`config.mk`:
```
export PLATFORM = sky130hd
export DESIGN_NAME = chip_result_display
export DESIGN_NICKNAME = d
export VERILOG_FILES = /design/src/rtl/chip_result_display.sv
export SDC_FILE = /design/constraint.sdc
export NUM_CORES = 1
export LEC_CHECK = 0
export ABC_AREA = 1
export CORE_MARGIN = 8
export CORE_UTILIZATION = 40
export CTS_CLUSTER_DIAMETER = 80
export DETAILED_ROUTE_END_ITERATION = 8
export PLACE_DENSITY_LB_ADDON = 0.05
export SLEW_MARGIN = 0
export SYNTH_ARGS = -nofsm -noshare
export SYNTH_HDL_FRONTEND = slang
export SYNTH_SLANG_ARGS = --single-unit
```
`constraint.sdc`:
```
create_clock -name Clk -period 4.2 [get_ports Clk]
set_input_delay 0.63 -clock Clk [delete_from_list [all_inputs] [get_ports Clk]]
set_output_delay 0.63 -clock Clk [all_outputs]
set_load 0.05 [all_outputs]
```
`src/rtl/chip_result_display.sv`:
```
// Result display stage behind the chip tester: latches each Done/RSLT pair,
// shows PASS/FAIL on four seven-segment digits, tallies results and releases the tester.
module chip_result_display #(
  parameter int HOLD_CYCLES     = 50000000,
  parameter int DEBOUNCE_CYCLES = 500000,
  parameter int CNT_W           = 32
) (
  input  logic       Clk,
  input  logic       Reset,
  input  logic       Done,
  input  logic       RSLT,
  input  logic       Ack_Btn,
  output logic       DISP_RSLT,
  output logic [6:0] HEX3,
  output logic [6:0] HEX2,
  output logic [6:0] HEX1,
  output logic [6:0] HEX0,
  output logic       LED_Pass,
  output logic       LED_Fail,
  output logic [7:0] Pass_Count,
  output logic [7:0] Fail_Count
);

  typedef enum logic [2:0] {
    IDLE     = 3'd0,
    CAPTURE  = 3'd1,
    SHOW     = 3'd2,
    RELEASE  = 3'd3,
    WAIT_CLR = 3'd4
  } state_t;

  localparam logic [CNT_W-1:0] HOLD_LAST = CNT_W'(HOLD_CYCLES - 1);
  localparam logic [CNT_W-1:0] DEB_LAST  = CNT_W'(DEBOUNCE_CYCLES - 1);

  // Segment patterns, active-low {g,f,e,d,c,b,a}
  localparam logic [6:0] SEG_DASH = 7'h3F;
  localparam logic [6:0] SEG_P    = 7'h0C;
  localparam logic [6:0] SEG_A    = 7'h08;
  localparam logic [6:0] SEG_S    = 7'h12;
  localparam logic [6:0] SEG_F    = 7'h0E;
  localparam logic [6:0] SEG_I    = 7'h79;
  localparam logic [6:0] SEG_L    = 7'h47;

  state_t           state;
  logic [CNT_W-1:0] hold_cnt;

  logic             ack_s1;
  logic             ack_s2;
  logic [CNT_W-1:0] deb_cnt;
  logic             deb_level;
  logic             deb_prev;
  logic             press;

  // Acknowledge path: synchronise, then require a stable run before the level moves.
  always_ff @(posedge Clk or posedge Reset) begin
    if (Reset) begin
      ack_s1    <= 1'b0;
      ack_s2    <= 1'b0;
      deb_cnt   <= '0;
      deb_level <= 1'b0;
      deb_prev  <= 1'b0;
    end else begin
      ack_s1   <= Ack_Btn;
      ack_s2   <= ack_s1;
      deb_prev <= deb_level;
      if (ack_s2 != deb_level) begin
        if (deb_cnt == DEB_LAST) begin
          deb_level <= ack_s2;
          deb_cnt   <= '0;
        end else begin
          deb_cnt <= deb_cnt + CNT_W'(1);
        end
      end else begin
        deb_cnt <= '0;
      end
    end
  end

  // One-cycle event on a debounced rising edge; only SHOW listens to it.
  assign press = deb_level & ~deb_prev;

  always_ff @(posedge Clk or posedge Reset) begin
    if (Reset) begin
      state      <= IDLE;
      hold_cnt   <= '0;
      DISP_RSLT  <= 1'b0;
      HEX3       <= SEG_DASH;
      HEX2       <= SEG_DASH;
      HEX1       <= SEG_DASH;
      HEX0       <= SEG_DASH;
      LED_Pass   <= 1'b0;
      LED_Fail   <= 1'b0;
      Pass_Count <= 8'd0;
      Fail_Count <= 8'd0;
    end else begin
      DISP_RSLT <= 1'b0;
      case (state)
        IDLE: begin
          if (Done) state <= CAPTURE;
        end
        CAPTURE: begin
          hold_cnt <= '0;
          LED_Pass <= RSLT;
          LED_Fail <= ~RSLT;
          if (RSLT) begin
            {HEX3, HEX2, HEX1, HEX0} <= {SEG_P, SEG_A, SEG_S, SEG_S};
            if (Pass_Count != 8'hFF) Pass_Count <= Pass_Count + 8'd1;
          end else begin
            {HEX3, HEX2, HEX1, HEX0} <= {SEG_F, SEG_A, SEG_I, SEG_L};
            if (Fail_Count != 8'hFF) Fail_Count <= Fail_Count + 8'd1;
          end
          state <= SHOW;
        end
        SHOW: begin
          hold_cnt <= hold_cnt + CNT_W'(1);
          // Timeout and press in the same cycle still yield a single release.
          if (hold_cnt == HOLD_LAST || press) begin
            DISP_RSLT <= 1'b1;
            state     <= RELEASE;
          end
        end
        RELEASE: begin
          state <= WAIT_CLR;
        end
        WAIT_CLR: begin
          if (!Done) state <= IDLE;
        end
        default: state <= IDLE;
      endcase
    end
  end

endmodule

```
==> results of run 1 <==
layout make-up:
| cell class | instances | area (um^2) |
|---|---|---|
| multi-input combinational | 582 | 2680 |
| clock buffer | 10 | 229 |
| tap | 180 | 225 |
| clock inverter | 6 | 87.6 |
| sequential | 93 | 2330 |
| inverter | 81 | 307 |
| fill | 1413 | 7340 |
| timing repair buffer | 47 | 463 |
power by group:
part           switching (W)  internal (W)  leakage [nW]
Clock               0.000359      0.000521         0.145
Sequential         0.0000984      0.000986          1.26
Combinational       0.000650      0.000260          1.30
Total                0.00111       0.00177          2.70
cell usage in the layout, fill, tap and decap left out, types with 2 or more instances in the layout:
cell / n
o21ai_2: 2
o211ai_1: 2
xor2_1: 20
nand4_1: 7
buf_4: 3
and3_1: 2
clkdlybuf4s50_1: 44
nand3b_1: 7
nor2_1: 151
dfrtp_1: 90
ha_1: 4
dfstp_2: 3
nand2_2: 4
nand3_2: 2
nand3_1: 55
nor3_1: 8
o21ai_0: 27
bufinv_16: 2
a22oi_1: 2
clkbuf_16: 9
a21oi_1: 9
nand2_1: 241
inv_1: 79
conb_1: 7
xnor2_1: 14
clkinvlp_4: 3
nor2_2: 8
metrics by stage:
step	cell area [um^2]	hold slack, ns
global placement	6010	0.339
floorplan	5540	0.331
finish	6320	0.352
global route	6320	0.361
detailed placement	6010	0.340
CTS	6320	0.356
per-layer routing:
layer	GRT usage, %	wire length [um]	vias up
met5	0	0	-
li1	-	-	2471
met3	3.99	503	19
met4	6.05	334	0
met1	18.3	5940	2222
met2	27.4	6700	90
registers in the layout (all words and copies together), names as in the netlist:
name / count
ack_s2: 1
DISP_RSLT: 1
HEX3: 1
deb_level: 1
Fail_Count: 8
deb_prev: 1
deb_cnt: 32
LED_Pass: 1
hold_cnt: 32
ack_s1: 1
state: 3
HEX2: 1
Pass_Count: 8
HEX1: 1
HEX0: 1
final timing paths:
check,start,cells past startpoint,endpoint
worst max-delay path,HEX2[4],1,HEX3[4]
worst min-delay path,ack_s1,0,ack_s2
worst max register to register,state[1],7,hold_cnt[5]
worst min register to register,ack_s1,0,ack_s2
max in group asynchronous,Reset,3,hold_cnt[1]
min in group asynchronous,Reset,2,Fail_Count[1]
kinds of logic (layout without fill, tap and decap cells):
family	Yosys count	in the layout	share of synthesized area, %
buffers and inverters	113	144	9.46
flip-flops	93	93	42.3
AO/OA/AOI/OAI	48	48	4.97
XOR/XNOR	34	34	5.40
other	2	7	0.136
adder cells (fa/ha/maj)	4	4	0.907
AND/OR/NAND/NOR	489	489	36.9
==> impl_results.md, run 1 <==
* Required @ worst endpoint at 3.57 ns
* DR iter-0 viols at between 200 and 300
* Max Cap Viol at 0
* Vias in the first global route at around 4600
* Height of the chip at 133 um
* Worst rel slew slack at about half
* Top_reg_cell synth: dfrtp_1
* Worst-Skew Late Latency at roughly 0.35 ns
* Leakage at between 2 and 3 nW
* Final non-filler cell total at ~1000
* Share of layout cells above drive strength 1 at 5.25%
* Worst Skew at roughly 0.005 ns
* Yosys cell types at 36
* Pre-CTS WS at approximately 2.1 ns
* Total number of vias at about 4800
* Async set or reset register ratio after synthesis at 100%
* CTS tree: done
* Die X at 133 um
* H-Tree Depth at 3
* DR pass1 iterations at 6
* Placed cells at a little under 1000
* Final wirelength at approximately 13000 um
* P per Cell Area at between 400 and 500 mW/mm^2
* Synthesized cell area at approximately 0.0055 mm^2
* Setup CP Type: reg2out
* Sequential-to-total area share from yosys stat at between 40% and 50%
* Nets at between 800 and 900
* PortBufs at 44
* Highest clock rate at between 400 and 500 MHz
* R2r setup slk at approximately 2.2 ns
* Clk root buf: clkbuf_16
* Unrepaired setup endpoints after global routing: false
* Initial Util at between 40% and 50%
* Min-delay worst type: reg2reg
* CTS clk-pin slew, worst paths at around 0.070 ns
* First-pass GRT wire length at between 20000 and 25000 um
* Worst Path Max Fanout at 12
* VDD IR max at between 0.0003 and 0.0004 V
* Cell with the most instances after synthesis: nand2_1
* GRT overflow at 0
* Status: finished, final reports clean
* Final hold violations at 0
* Worst-margin pin slew at between 0.7 and 0.8 ns
* CP max stage cell: clkdlybuf4s50_1
* Hold Buf Count CTS at 0
* Setup TNS at 0 ns
* Cell Rows at 43
* Warning count from the yosys run at 0
* I/O pins at 52
* EDFF count, synth at 0
* Post-route setup slack at ~1.8 ns
* WL per Instance at ~13 um
* Ant diodes at 0
* Tot Pwr at 0.00287 W
* Post-CTS setup buffer count at 0
* Tot GR Track Use at 15.8%
* Critical path's largest stage delay at roughly 0.84 ns
* Die area at between 0.015 and 0.02 mm^2
* Worst setup EP type: output port
* Clock Sinks at 93
* Vias per cell at approximately 4.8
* Critical Path AT at between 1.5 and 2 ns
* P&R area growth vs syn at 14.7%
* Area leader, netlist: dfrtp_1
* Setup crit start kind: register
* Critical Path, Cell by Cell: clkdlybuf4s50_1
* Seq cells post-synth at just over 90
* CTS Buffer Depth at 2
* Fin crit share at about three fifths
* Cells after Synth at 783
* Core Region at 0.0137 mm^2
* Post-DP HPWL at 10200 um
* PostCTS Resize Cnt at 0
* Top cell type's share of synthesized area at roughly two fifths
* Initial antenna violation count at 0
* Crit path time final at roughly 2.4 ns
* Top cells by area, synth: dfrtp_1, nand2_1, nor2_1
* Post-synth top cells: nand2_1, nor2_1, dfrtp_1
* Mean area per synthesized cell at about 7.0 um^2
* Final Util at ~46%
* Number of remaining DRC errors at 0
* Final slew viol count at 0
* RD Place Congestion at approximately 0.89
* WP buf/inv at 1
* Routed Antenna Nets at 0
* Delay-heaviest family, CP: buffers and inverters
* Num CTS Buffers at 9
* Largest net degree at the start of global routing at 48
* Final number of setup-violating endpoints at 0
(Power assumes the default switching activity.)
==> run 2, diff against run 1 <==
==> constraint.sdc (replaced) <==
create_clock -name Clk -period 2.35 [get_ports Clk]
set_input_delay 0.3525 -clock Clk [delete_from_list [all_inputs] [get_ports Clk]]
set_output_delay 0.3525 -clock Clk [all_outputs]
set_load 0.05 [all_outputs]
==> impl_results.md, run 2 (synthesis gave the netlist of run 1 again) <==
* Status: finished, final reports clean
* # fillers at 1419 (+0.42%)
* Final instance area at 0.00632 mm^2 (-0.14%)
* Hold endpoint: ack_s2
* Cell Rows at 43 (unchanged)
* Min-delay worst type: reg2reg
* P per Cell Area at 794 mW/mm^2 (+75%)
* Final non-filler cell total at 1000 (+0.10%)
* Worst setup EP type: output port
* I/O pins at 52 (unchanged)
* Clock Sinks at 93 (unchanged)
* Setup CP Type: reg2out
* Leakage at 2.70 nW (about the same)
* Crit path time final at roughly 2.2 ns
* Unrepaired setup endpoints after global routing: false
* Required @ worst endpoint at 2.00 ns (-1.57 ns)
* WP buf/inv at 1 (unchanged)
* Commonest non-fill, non-tap cells in the layout: nand2_1, nor2_1, dfrtp_1, inv_1, nand3_1
* Min Hold Slack at 0.349 ns (-0.00350 ns)
* PostCTS Resize Cnt at 0 (unchanged)
* Fin crit share at between 90% and 100%
* Height of the chip at 133 um (unchanged)
* Clk root buf: clkbuf_16
* FF-to-FF path depth at 8 (+1)
* Post-CTS setup buffer count at 0 (unchanged)
* Num CTS Buffers at 9 (unchanged)
* H-Tree Depth at 3 (unchanged)
* Nets at 824 (+0.12%)
* RD Place Congestion at 0.883 (-1.2%)
* Core Region at 0.0137 mm^2 (unchanged)
* Tot Pwr at 0.00502 W (+75%)
* Critical path's largest stage delay at 0.84 ns (about the same)
* Critical Path AT at 1.82 ns (about the same)
* Worst-margin pin slew at 0.731 ns (-0.0327 ns)
* Hold path start: ack_s1
* DR iter-0 viols at 249 (-16%)
* VDD IR max at 0.000730 V (+120%)
* Setup TNS at 0 ns (unchanged)
* Multi-input gate area at 0.00268 mm^2 (unchanged)
* Tot GR Track Use at 16.0% (+0.20 points)
* CTS tree: done
* CTS clk-pin slew, worst paths at 0.06 ns (about the same)
* Die X at 133 um (unchanged)
* First-pass GRT wire length at 23000 um (+0.94%)
* CP max stage cell: clkdlybuf4s50_1
* Worst Path Max Fanout at 12 (unchanged)
* Die area at 0.0178 mm^2 (unchanged)
* Commonest non-fill, non-tap cell in the layout: nand2_1
* Worst r2r src: deb_cnt[0]
* Vias per cell at 4.79 (-0.27%)
* Ant diodes at 0 (unchanged)
* Biggest regs: deb_cnt x32, hold_cnt x32
* Highest clock rate at ~460 MHz
* Max Cap Viol at 0 (unchanged)
* Final wirelength at 13600 um (+0.92%)
* Vias in the first global route at 4735 (+1.8%)
* CP Launch Point: HEX2[4]
* Final slew viol count at 0 (unchanged)
* Worst Skew at 0.00841 ns (+0.00339 ns)
* Hold depth at 0 (unchanged)
* Routed Antenna Nets at 0 (unchanged)
* R2r setup slk at 0.67 ns (-1.57 ns)
* Final number of setup-violating endpoints at 0 (unchanged)
* Worst rel slew slack at 51.2% (+2.2 points)
* Final hold violations at 0 (unchanged)
* GRT overflow at 0 (unchanged)
* Number of remaining DRC errors at 0 (unchanged)
* Critical path depth in cells at 1 (unchanged)
* PortBufs at 44 (unchanged)
* Hold Buf Count CTS at 0 (unchanged)
* Worst reg2reg endpoint: deb_cnt[22]
* Worst-Skew Late Latency at 0.35 ns (about the same)
* Delay-heaviest family, CP: buffers and inverters
* Critical Path, Cell by Cell: clkdlybuf4s50_1
* Placed cells at 984 (+0.10%)
* Initial antenna violation count at 0 (unchanged)
* Seq. cell area at 0.00233 mm^2 (unchanged)
* Largest net degree at the start of global routing at 94 (+96%)
* Setup crit start kind: register
* DR pass1 iterations at 5 (-1)
* P&R area growth vs syn at 14.5%
* Share of layout cells above drive strength 1 at 5.49% (+0.24 points)
* Total number of vias at 4794 (-0.17%)
* Initial Util at 40.4% (unchanged)
* WL per Instance at 13.6 um (+0.82%)
* DP Area at 0.00603 mm^2 (+0.35%)
* Post-DP HPWL at 10300 um (+0.23%)
* CTS Buffer Depth at 2 (unchanged)
[run 2: worst register-to-register path: cells and delay by family (launching register included)]
kind	cells	cell delay, ns
flip-flops	1	0.39
adder cells (fa/ha/maj)	1	0.25
AND/OR/NAND/NOR	6	0.83
AO/OA/AOI/OAI	1	0.05
[run 2: final cells by class]
| class | count | share of cell area (%) |
|---|---|---|
| clock buffers | 10 | 3.78 |
| clock inverters | 6 | 0.753 |
| inverters | 81 | 4.87 |
| multi-input cells | 582 | 42.5 |
| flip-flops and latches | 93 | 36.9 |
| well taps | 180 | 3.57 |
| repair buffers | 48 | 7.65 |
[run 2: how the worst max path moves through the flow]
stage | endpoint | slack, ns
after floorplan | Pass_Count[5] | 0.68
after global placement | HEX0[3] | 0.57
after detailed placement | HEX2[1] | 0.53
after CTS | HEX2[1] | 0.15
after global routing | HEX3[4] | 0.13
final | HEX2[1] | 0.18
[run 2: routing by layer]
metal  share of wire, %  track usage, %
met1                 44            18.7
met2                 49            27.4
met3                3.9            3.20
met4                3.0            7.92
met5                  0               0
[run 2: report_power, final]
part / total, W / switching, W / internal (W) / leakage [nW]
logic: 0.00167 / 0.00118 / 0.000487 / 1.30
clock network: 0.00141 / 0.000655 / 0.000754 / 0.139
registers: 0.00194 / 0.000174 / 0.00176 / 1.26
[run 2: stage by stage]
stage | setup WS, ns | util (%)
2_1_floorplan | 0.678 | -
4_1_cts | 0.150 | 46.2
6_report | 0.182 | 46.2
3_5_place_dp | 0.532 | 44.1
3_3_place_gp | 0.573 | 44.1
5_1_grt | 0.132 | 46.2
